## src/rtl/eth_tx_framer.sv

```systemverilog
// eth_tx_framer -- transmit-side Ethernet framer, one per channel.
//
// Builds dst MAC | src MAC | EtherType | payload | zero pad | FCS from a
// per-frame header and an AXI-stream payload, and drives the logic-side
// TX port of mac_rgmii. Preamble/SFD are inserted downstream on sof.
// Upstream underrun or oversize closes the frame with an inverted FCS so
// the far end drops it; any remaining payload is then drained.
//
// Ports:
//   mac_tx_clk, rst        byte clock, async active-high reset
//   dst_mac/src_mac/eth_type  header fields, latched at frame start
//   s_axis_*               payload stream (tready combinational)
//   mac_tx_data/valid/sof/eof  registered frame byte stream
//   tx_busy                not idle, or inter-frame gap still running
//   tx_done / tx_err       one-cycle pulse with eof (good / aborted)
//   frame_cnt              good frames sent, wraps
module eth_tx_framer #(
  parameter int IFG_CYCLES  = 20,
  parameter int MAX_PAYLOAD = 1500,
  parameter int MIN_PAYLOAD = 46
) (
  input  logic        mac_tx_clk,
  input  logic        rst,
  input  logic [47:0] dst_mac,
  input  logic [47:0] src_mac,
  input  logic [15:0] eth_type,
  input  logic [7:0]  s_axis_tdata,
  input  logic        s_axis_tvalid,
  input  logic        s_axis_tlast,
  output logic        s_axis_tready,
  output logic [7:0]  mac_tx_data,
  output logic        mac_tx_valid,
  output logic        mac_tx_sof,
  output logic        mac_tx_eof,
  output logic        tx_busy,
  output logic        tx_done,
  output logic        tx_err,
  output logic [15:0] frame_cnt
);

  localparam int IW = $clog2(IFG_CYCLES + 1);

  typedef enum logic [2:0] {S_IDLE, S_HDR, S_PAY, S_PAD, S_FCS, S_DRAIN} state_t;

  state_t        state;
  logic [103:0]  hdr_sr;    // header bytes 1..13, MSB byte next
  logic [3:0]    hdr_cnt;
  logic [10:0]   pay_cnt;   // payload + pad bytes emitted so far
  logic [1:0]    fcs_idx;
  logic          err_f;     // frame is being aborted
  logic          term_f;    // tlast already accepted for this frame
  logic [31:0]   crc;       // running CRC over every byte already emitted
  logic [IW-1:0] ifg_cnt;   // 0 = gap satisfied
  logic [31:0]   fcs_word;
  logic [10:0]   pay_nxt;

  // Reflected CRC-32, one byte, LSB first.
  function automatic logic [31:0] crc_upd(input logic [31:0] c, input logic [7:0] d);
    logic [31:0] r;
    r = c ^ {24'h0, d};
    for (int i = 0; i < 8; i++)
      r = r[0] ? ((r >> 1) ^ 32'hEDB88320) : (r >> 1);
    return r;
  endfunction

  assign s_axis_tready = (state == S_PAY) || (state == S_DRAIN);
  assign tx_busy       = (state != S_IDLE) || (ifg_cnt != '0);
  // Correct FCS is ~crc; an aborted frame sends its complement, i.e. crc.
  assign fcs_word      = err_f ? crc : ~crc;
  assign pay_nxt       = pay_cnt + 11'd1;

  always_ff @(posedge mac_tx_clk or posedge rst) begin
    if (rst) begin
      state        <= S_IDLE;
      hdr_sr       <= '0;
      hdr_cnt      <= '0;
      pay_cnt      <= '0;
      fcs_idx      <= '0;
      err_f        <= 1'b0;
      term_f       <= 1'b0;
      crc          <= 32'hFFFFFFFF;
      ifg_cnt      <= '0;
      mac_tx_data  <= '0;
      mac_tx_valid <= 1'b0;
      mac_tx_sof   <= 1'b0;
      mac_tx_eof   <= 1'b0;
      tx_done      <= 1'b0;
      tx_err       <= 1'b0;
      frame_cnt    <= '0;
    end else begin
      mac_tx_sof <= 1'b0;
      mac_tx_eof <= 1'b0;
      tx_done    <= 1'b0;
      tx_err     <= 1'b0;
      // Gap countdown runs in every state, including DRAIN.
      if (ifg_cnt != '0) ifg_cnt <= ifg_cnt - 1'b1;

      case (state)
        S_IDLE: begin
          mac_tx_valid <= 1'b0;
          mac_tx_data  <= '0;
          // Start costs no payload byte: header byte 0 goes out from the ports.
          if (s_axis_tvalid && (ifg_cnt == '0)) begin
            hdr_sr       <= {dst_mac[39:0], src_mac, eth_type};
            mac_tx_data  <= dst_mac[47:40];
            mac_tx_valid <= 1'b1;
            mac_tx_sof   <= 1'b1;
            crc          <= crc_upd(32'hFFFFFFFF, dst_mac[47:40]);
            hdr_cnt      <= '0;
            pay_cnt      <= '0;
            fcs_idx      <= '0;
            err_f        <= 1'b0;
            term_f       <= 1'b0;
            state        <= S_HDR;
          end
        end

        S_HDR: begin
          mac_tx_data <= hdr_sr[103:96];
          crc         <= crc_upd(crc, hdr_sr[103:96]);
          hdr_sr      <= {hdr_sr[95:0], 8'h00};
          hdr_cnt     <= hdr_cnt + 4'd1;
          if (hdr_cnt == 4'd12) state <= S_PAY;
        end

        S_PAY: begin
          if (s_axis_tvalid) begin
            mac_tx_data <= s_axis_tdata;
            crc         <= crc_upd(crc, s_axis_tdata);
            pay_cnt     <= pay_nxt;
            if (s_axis_tlast) begin
              term_f <= 1'b1;
              state  <= (pay_nxt < 11'(MIN_PAYLOAD)) ? S_PAD : S_FCS;
            end else if (pay_nxt == 11'(MAX_PAYLOAD)) begin
              err_f <= 1'b1;
              state <= S_FCS;
            end
          end else begin
            // Underrun: go straight to the (inverted) FCS so valid never gaps.
            mac_tx_data <= crc[7:0];
            err_f       <= 1'b1;
            fcs_idx     <= 2'd1;
            state       <= S_FCS;
          end
        end

        S_PAD: begin
          mac_tx_data <= 8'h00;
          crc         <= crc_upd(crc, 8'h00);
          pay_cnt     <= pay_nxt;
          if (pay_nxt == 11'(MIN_PAYLOAD)) state <= S_FCS;
        end

        S_FCS: begin
          mac_tx_data <= fcs_word[8*fcs_idx +: 8];
          fcs_idx     <= fcs_idx + 2'd1;
          if (fcs_idx == 2'd3) begin
            mac_tx_eof <= 1'b1;
            ifg_cnt    <= IW'(IFG_CYCLES - 1);
            if (err_f) begin
              tx_err <= 1'b1;
            end else begin
              tx_done   <= 1'b1;
              frame_cnt <= frame_cnt + 16'd1;
            end
            state <= (err_f && !term_f) ? S_DRAIN : S_IDLE;
          end
        end

        S_DRAIN: begin
          mac_tx_valid <= 1'b0;
          mac_tx_data  <= '0;
          if (s_axis_tvalid && s_axis_tlast) state <= S_IDLE;
        end

        default: state <= S_IDLE;
      endcase
    end
  end

endmodule
```

## config.mk

```make
export PLATFORM = sky130hd
export DESIGN_NAME = eth_tx_framer
export DESIGN_NICKNAME = d
export VERILOG_FILES = /design/src/rtl/eth_tx_framer.sv
export SDC_FILE = /design/constraint.sdc
export NUM_CORES = 1
export LEC_CHECK = 0
export BUFFER_PORTS_ARGS = -buffer_cell sky130_fd_sc_hd__buf_2
export CORE_MARGIN = 3
export CORE_UTILIZATION = 35
export CTS_BUF_LIST = sky130_fd_sc_hd__clkbuf_16
export DETAILED_ROUTE_END_ITERATION = 8
export PLACE_DENSITY = 0.53
export SKIP_CTS_REPAIR_TIMING = 1
export SLEW_MARGIN = 20
export SYNTH_ARGS = -nofsm -noshare
export SYNTH_HDL_FRONTEND = slang
export SYNTH_SLANG_ARGS = --single-unit
```

## constraint.sdc

```tcl
create_clock -name mac_tx_clk -period 5.4 [get_ports mac_tx_clk]
set_input_delay 0.54 -clock mac_tx_clk [delete_from_list [all_inputs] [get_ports mac_tx_clk]]
set_output_delay 0.54 -clock mac_tx_clk [all_outputs]
set_load 0.03 [all_outputs]
```

# Word-level counts from Yosys, hierarchy flattened
# Cells that the tools add are included.
[totals]
regBits = 192
inputBits = 124
output_inout_bits = 31
elab_cells = 188
[op_classes]
add_sub_neg = 5
magnitude_cmp = 1
n_eq_ne = 20
n_shift = 1
mux = 82
n_bitwise = 37
n_reduce_logical = 26
[op_table]
columns = ["op", "n"]
rows = [
  ["2-to-1 mux 32 bit", 35],
  ["inverter 13 -> 14 bit", 32],
  ["case mux 104 bit (2 select lines)", 1],
  ["case mux 32 bit (4 select lines)", 1],
  ["2-to-1 mux 104 bit", 1],
  ["XOR 32 x 8 -> 32 bit", 2],
  ["case mux 8 bit (5 select lines)", 1],
  ["case mux 11 bit (3 select lines)", 1],
  ["inverter 32 bit", 1],
  ["inverter 8 -> 32 bit", 1],
  ["variable part select 32 x 6 -> 8 bit", 1],
  ["2-to-1 mux 3 bit", 10],
  ["2-to-1 mux 11 bit", 2],
  ["case mux 3 bit (6 select lines)", 1],
  ["adder 16 x 1 -> 16 bit (second input constant)", 1],
  ["2-to-1 mux 1 bit", 16],
  ["2-to-1 mux 8 bit", 2],
  ["2-to-1 mux 5 bit", 3],
  ["!= test 2 bit (second input constant)", 7],
  ["AND reduction 3 bit", 4],
  ["adder 11 x 1 -> 11 bit (second input constant)", 1],
  ["equality test 11 bit (second input constant)", 1],
  ["equality test 11 x 6 -> 1 bit (second input constant)", 1],
  ["less-than comparator 11 x 6 -> 1 bit (second input constant)", 1],
  ["other kinds (31)", 45],
]

# Logic depth before layout (Yosys ltp)
# Gate-level depths: netlist of the first run.
[depth]
depth_word = 19
ltp_mapped = 11
depth_no_buf = 8

# Worst setup path before layout of the first run
# Ideal clock, no wire load.
[synth_path]
kind = "reg-to-reg"
start = "reg ifg_cnt[0]"
end = "reg state[2]"
setup_time_ns = 0.128
t_arrival_ns = 2.257
required_ns = 5.272
path_slack_ns = 3.016
stages_incl_launch_ff = 9
path_buffers = 1
synth_period_minus_slack_ns = 2.384
cell_sequence = "dfrtp_1 -> inv_1 -> ha_1 -> or4b_1 -> clkbuf_1 -> o311a_1 -> a221oi_2 -> o221ai_1 -> mux2_1"
[synth_between]
elab_chain_cells = 4
[synth_lines]
columns = ["item", "line_no", "text"]
rows = [
  ["start: declaration", "53", "logic [IW-1:0] ifg_cnt;"],
  ["start signal: assignment", "96", "if (ifg_cnt != '0) ifg_cnt <= ifg_cnt - 1'b1;"],
  ["start signal: assignment", "159", "ifg_cnt <= IW'(IFG_CYCLES - 1);"],
  ["logical NOT 5 bit", "103", "if (s_axis_tvalid && (ifg_cnt == '0)) begin"],
  ["logical AND 1 bit", "103", ""],
  ["!= test 2 bit (no source line)", "n/a", ""],
  ["AND reduction 6 bit (no source line)", "n/a", ""],
  ["end signal: assignment", "133", "state <= (pay_nxt < 11'(MIN_PAYLOAD)) ? S_PAD : S_FCS;"],
  ["end signal: assignment", "166", "state <= (err_f && !term_f) ? S_DRAIN : S_IDLE;"],
  ["end: declaration", "45", "state_t state;"],
]
# No other way between the ends.
# A chain may end at the register's enable or synchronous reset.

# Final worst setup path of the first run
[layout_path]
start = "reg state[0]"
end = "out s_axis_tready"
[layout_between]
elab_chain_cells = 2
word_cells_on_any_way = 3
classes_between = "2 x eq/ne; 1 x reduce/logical"
[layout_lines]
columns = ["item", "line_no", "text"]
rows = [
  ["equality test 3 x 2 -> 1 bit or equality test 3 bit (tied branches)", "66", "assign s_axis_tready = (state == S_PAY) || (state == S_DRAIN);"],
  ["logical OR 1 bit *", "66", ""],
  ["end: declaration", "30", "output logic s_axis_tready,"],
]
# Mark *: on every way between the ends. The rest lies on a longest branch, timed or not.

==> flow_metrics.tcl, run 1 <==
set metrics [dict create \
    status "completed" \
    maxSlewHeadroom 0.2421 \
    final_nets 1541 \
    die_y_um 191.8 \
    die-area_mm2 0.03678 \
    start_util 0.3575 \
    drt_first_pass_iters 5 \
    path_clk_slew_ps 80 \
    cts_made_buffers 17 \
    drt_wl_total_mm 41.20 \
    dp.cells 1839 \
    io_pins 155 \
    worstMarginPinSlew_ps 1133 \
    hold_class "input port to asynchronous set/reset pin" \
    yosysWarnings 0 \
    clock_skew_ps 18.25 \
    antenna_found_initial 15 \
    cp_cell_sequence "inv_1, nand2_1, nand2_1, buf_2" \
    final_cells 1877 \
    rows 67 \
    cellPowerDensity_mw_per_mm2 530.7 \
    fin_util 0.4083 \
    yosys-top-cells-area "dfrtp_1 33%, xnor2_1 13%, nor2_1 7.8%" \
    grt_pass1_wl_mm 62.91 \
    wire_per_inst_um 21.95 \
    synth_top_area_frac 0.3315 \
    htreeDepth 4 \
    n_fill_cell 3403 \
    endpoint_kind "primary output" \
    cts.sinks 192 \
    synth_area_mm2 0.01208 \
    place_congestion 0.9878 \
    cp_slowest_cell "dfrtp_1" \
    syn_avg_cell_area_um2 9.172 \
    synth_ff_type "dfrtp_1" \
    root_buffer "clkbuf_16" \
    fmax_ghz 0.2801 \
    yosys.area.top_type "dfrtp_1" \
    path_common_cell "nand2_1" \
    critPathMaxFanout 25 \
    arrival_ps 3030 \
    synth_cell_types 71 \
    period_needed_ps 3571 \
    slowest_delay_ps 880 \
    critPathBufInv 2 \
    routed-via-count 10242 \
    drt_iter0_markers 1005 \
    drc 0 \
    rsz0062_at_grt "no" \
    grt_use_total 0.2270 \
    cap_violations 0 \
    cp_top_family "simple AND/OR/NAND/NOR gates" \
    finalHoldViolations 0 \
    synth-seq-cells 192 \
    ir_drop_mv 0.2867 \
    hpwl_mm 29.23 \
    grt_pass1_vias 10201 \
    finalMaxSlewViolations 0 \
    synth-seq-area-share 0.4011 \
    p_leak_nw 6.194 \
    start_kind "flip-flop" \
    overflow 0 \
    fin_tns_setup_ps 0 \
    worstSkewPairLatency_ps 460 \
    async_flop_share 1.000 \
    ant_nets 0 \
    path_class "flip-flop to primary output" \
    via_per_inst 5.457 \
    synth_cells 1317 \
    synth_nets 1448 \
    placed_area_mm2 0.01318 \
    drive_gt1_frac 0.1940 \
    stdcell_area_mm2 0.01379 \
    grt_max_degree 100 \
    cts_tree "yes" \
    synth-edff-count 0 \
    cts_buffer_depth 2 \
    syn_to_final_growth_pct 14.19 \
    die_x_um 191.8 \
    core_area_mm2 0.03378 \
    io_buffers 154 \
    finalCritPeriodShare 0.6612 \
    setup_viol 0 \
    crit_required_ps 4860 \
]
[per-layer routing]
| metal | vias to the layer above | routed length [µm] | global-route usage |
|---|---|---|---|
| met4 | 16 | 1308 | 0.07677 |
| met2 | 441 | 18880 | 0.3562 |
| li1 | 4764 | - | - |
| met5 | - | 80 | 0 |
| met1 | 4930 | 16930 | 0.2954 |
| met3 | 91 | 3999 | 0.07410 |
[kinds of logic (layout without fill, tap and decap cells)]
group           after synthesis  in the layout  synth area share
compound gates              290            290            0.1609
xor+xnor                    258            258            0.2154
simple gates                439            439            0.1531
buf+inv                     111            217           0.03708
other cells                   0              6                 0
fa+ha+maj                     7              7          0.007251
mux                          20             20           0.02527
flops                       192            192            0.4011
[layout by cell type (no fill, tap or decap), types with 7 or more instances in the layout]
master | synthesis | layout
nor2_1 | 252 | 252
nand2_1 | 102 | 100
xor2_1 | 54 | 54
a22oi_1 | 19 | 19
dfstp_2 | 32 | 32
a21oi_1 | 31 | 31
nor3_1 | 13 | 12
xnor2_2 | 7 | 7
buf_4 | 5 | 16
ha_1 | 7 | 7
o21ai_0 | 36 | 36
dfrtp_1 | 160 | 160
o22ai_1 | 111 | 111
mux4_2 | 8 | 8
clkbuf_16 | 0 | 17
a221oi_1 | 13 | 13
a22o_1 | 12 | 12
nand3_1 | 24 | 24
xnor2_1 | 176 | 176
o221ai_1 | 10 | 10
nand2b_1 | 8 | 7
a31oi_1 | 10 | 10
buf_2 | 9 | 154
mux2i_1 | 8 | 8
inv_1 | 15 | 15
[metrics by stage]
stage                     hold WS, ps  setup WS (ps)  power, mW
after floorplan                 459.8           2410      5.061
after global placement          459.0           2218      5.959
after detailed placement        468.9           2173      5.965
after CTS                       162.4           1953      7.304
after global routing            179.5           1749      7.681
final                           163.6           1829      7.320
[area by class of cell]
cell class              count  area (µm²)  share of cell area
well taps                 448       560.5             0.04064
repair buffers            170       890.9             0.06459
clock inverters            15       175.2             0.01270
flip-flops and latches    192        4845              0.3512
multi-input cells        1014        6822              0.4946
clock buffers              17       425.4             0.03084
inverters                  15       60.06            0.004354
diodes                      6       15.01            0.001089
[cells in the mapped netlist, drive strengths merged, types with 7 or more instances]
master	n
nor3	13
dfrtp	160
a31oi	10
o22ai	111
nand3	24
a21oi	31
mux4	8
ha	7
o21ai	41
a22oi	19
nor2	253
dfstp	32
nand2b	8
inv	15
o221ai	10
nand2	102
a22o	12
xor2	63
a221oi	14
mux2i	8
buf	30
clkbuf	66
xnor2	187
[worst register-to-register path, stage by stage, from the launching register on]
cell	delay (ps)
dfrtp_1	880
nor2b_1	820
nand2b_4	400
nand2_4	860
nor2_1	200
nor2_1	130
[power by group]
group / internal [mW] / switching [mW]
clock network: 0.660 / 0.658
registers: 1.69 / 0.459
logic: 1.86 / 2.00
[flip-flops by register name (all words and copies together), names as in the netlist]
register      count
term_f            1
err_f             1
pay_cnt          11
state             3
mac_tx_sof        1
frame_cnt        16
hdr_sr          104
crc              32
tx_err            1
mac_tx_valid      1
ifg_cnt           5
hdr_cnt           4
fcs_idx           2
mac_tx_eof        1
tx_done           1
mac_tx_data       8
[final timing paths]
path,start,endpoint,slack (ps),depth (start not counted)
setup / recovery,state[0]$_DFFE_PP0P_,s_axis_tready,1830,4
hold / removal,rst,hdr_sr[19]$_DFFE_PP0P_,160,2
setup reg to reg,state[0]$_DFFE_PP0P_,hdr_sr[75]$_DFFE_PP0P_,2040,5
hold reg to reg,frame_cnt[15]$_DFFE_PP0P_,frame_cnt[15]$_DFFE_PP0P_,480,1
max in group asynchronous,rst,pay_cnt[2]$_DFFE_PP0P_,4010,3
min in group mac_tx_clk,eth_type[1],hdr_sr[1]$_DFFE_PP0P_,280,3
(Power assumes the default switching activity.)
==> inputs of run 2 (changes only) <==
==> constraint.sdc (replaced) <==
create_clock -name mac_tx_clk -period 3.2 [get_ports mac_tx_clk]
set_input_delay 0.32 -clock mac_tx_clk [delete_from_list [all_inputs] [get_ports mac_tx_clk]]
set_output_delay 0.32 -clock mac_tx_clk [all_outputs]
set_load 0.03 [all_outputs]
==> flow_metrics.tcl, run 2 (synthesis results as in run 1) <==
set metrics [dict create \
    final_nets 1579 \
    r2r_start "ifg_cnt[0]$_DFF_PP0_" \
    worstSkewPairLatency_ps 460 \
    clock_skew_ps 13.86 \
    worstMarginPinSlew_ps 961.7 \
    fmax_ghz 0.3526 \
    cts.sinks 192 \
    drt_first_pass_iters 7 \
    antenna_found_initial 14 \
    intPower_mw 7.237 \
    p_sw_mw 5.326 \
    finalHoldViolations 0 \
    via_per_inst 5.496 \
    core_area_mm2 0.03378 \
    largest_reg_flops 104 \
    cp_cell_sequence "inv_1, nor2_1, nand2_1, nand2_1, buf_2" \
    path_common_cell "nand2_1" \
    drive_gt1_frac 0.2149 \
    io_buffers 154 \
    io_pins 155 \
    p_leak_nw 6.392 \
    ir_drop_mv 0.4959 \
    drc 0 \
    place_congestion 0.9659 \
    startpoint "state[1]$_DFFE_PP0P_" \
    wire_per_inst_um 21.63 \
    cts_made_buffers 17 \
    finalCritPeriodShare 0.8863 \
    path_class "flip-flop to primary output" \
    grt_pass1_wl_mm 63.37 \
    cap_violations 0 \
    fin_tns_setup_ps 0 \
    die_y_um 191.8 \
    multi_input_area_mm2 0.006822 \
    finalMaxSlewViolations 0 \
    root_buffer "clkbuf_16" \
    hold_class "input port to asynchronous set/reset pin" \
    reg.largest.list "hdr_sr (104), crc (32), frame_cnt (16)" \
    slowest_delay_ps 570 \
    rsz0062_at_grt "no" \
    htreeDepth 4 \
    ff_latch_area_mm2 0.004845 \
    cts_buffer_depth 2 \
    overflow 0 \
    cts_tree "yes" \
    regMostFlops "hdr_sr" \
    critPathMaxFanout 10 \
    ant_nets 0 \
    die_x_um 191.8 \
    status "completed" \
    arrival_ps 2520 \
    stdcell_area_mm2 0.01416 \
    start_util 0.3575 \
    rows 67 \
    final_common_cell "nor2_1" \
    comb_power_share 0.548 \
    setup_viol 0 \
    path_clk_slew_ps 70 \
    maxSlewHeadroom 0.3589 \
    p_clk_frac 0.176 \
    cellPowerDensity_mw_per_mm2 887.2 \
    grt_max_degree 71 \
    period_needed_ps 2836 \
    routed-via-count 10514 \
    hpwl_mm 30.46 \
    n_fill_cell 3440 \
    grt_use_total 0.2272 \
    swShare 0.4239 \
    grt_pass1_vias 10294 \
    die-area_mm2 0.03678 \
    endpoint_kind "primary output" \
    drt_iter0_markers 890 \
    layout_common_cells "252 x nor2_1, 176 x xnor2_1, 160 x dfrtp_1" \
    placed_area_mm2 0.01355 \
    crit_required_ps 2880 \
    drt_wl_total_mm 41.38 \
    start_kind "flip-flop" \
    cp_slowest_cell "dfrtp_1" \
    p_seq_frac 0.276 \
    syn_to_final_growth_pct 17.23 \
]
## run 2: cell types whose count changed in the layout (fill, tap and decap cells not counted)
cell / delta
buf_4: +31
buf_12: +7
clkinvlp_4: +2
diode_2: -2
inv_8: +2
clkinv_1: +1
clkinv_2: -1
clkinv_4: -1
clkinv_8: -1
inv_1: -1
inv_6: -1
## run 2: critical path, delay by kind of cell, from the launching register on
| kind | cells | cell delay [ps] |
|---|---|---|
| buffers and inverters | 2 | 460 |
| and+or+nand+nor | 3 | 1030 |
| DFF | 1 | 570 |
## run 2: power groups by stage
| stage | sequential, mW | combinational [mW] | clock, mW |
|---|---|---|---|
| 6_report | 3.46 | 6.88 | 2.22 |
| 5_1_grt | 3.50 | 7.29 | 2.38 |
| 4_1_cts | 3.46 | 6.79 | 2.27 |
| 3_5_place_dp | 3.50 | 6.75 | 0 |
| 3_3_place_gp | 3.50 | 6.76 | 0 |
| 2_1_floorplan | 3.22 | 5.32 | 0 |
## run 2: worst paths after layout
| path | cells past startpoint | endpoint | slack (ps) |
|---|---|---|---|
| max in group asynchronous | 3 | crc[14]$_DFFE_PP1P_ | 2320 |
| worst max-delay path | 5 | s_axis_tready | 360 |
| worst max register to register | 9 | hdr_sr[16]$_DFFE_PP0P_ | 530 |
| worst min register to register | 1 | frame_cnt[15]$_DFFE_PP0P_ | 470 |
| worst min-delay path | 2 | hdr_sr[3]$_DFFE_PP0P_ | 50 |
| min in group mac_tx_clk | 3 | hdr_sr[7]$_DFFE_PP0P_ | 60 |
## run 2: layout make-up
type                            count  area share
Multi-Input combinational cell   1014      0.4818
Sequential cell                   192      0.3421
Tap cell                          448     0.03959
Clock buffer                       17     0.03004
Timing Repair Buffer              208     0.08925
Clock inverter                     15     0.01228
Inverter                           15    0.004241
Antenna cell                        4   0.0007069
## run 2: per-layer routing
| metal | GRT usage | up-vias | routed length (µm) |
|---|---|---|---|
| met2 | 0.3571 | 413 | 19130 |
| met3 | 0.06443 | 83 | 3520 |
| met4 | 0.06097 | 18 | 993 |
| met5 | 0 | - | 116 |
| met1 | 0.3077 | 5172 | 17620 |
| li1 | - | 4828 | - |
## run 2: through the flow
| step | util | setup slack [ps] | instances | hold WS (ps) | total power [mW] |
|---|---|---|---|---|---|
| after global routing | 0.4189 | 296.2 | 1910 | 49.70 | 13.17 |
| after detailed placement | 0.4011 | 557.9 | 1877 | 462.2 | 10.25 |
| final | 0.4191 | 363.9 | 1913 | 50.97 | 12.56 |
| after global placement | 0.4011 | 593.0 | 1877 | 457.5 | 10.26 |
| after CTS | 0.4188 | 421.1 | 1909 | 37.32 | 12.51 |
| after floorplan | - | 429.7 | 1317 | 425.4 | 8.540 |
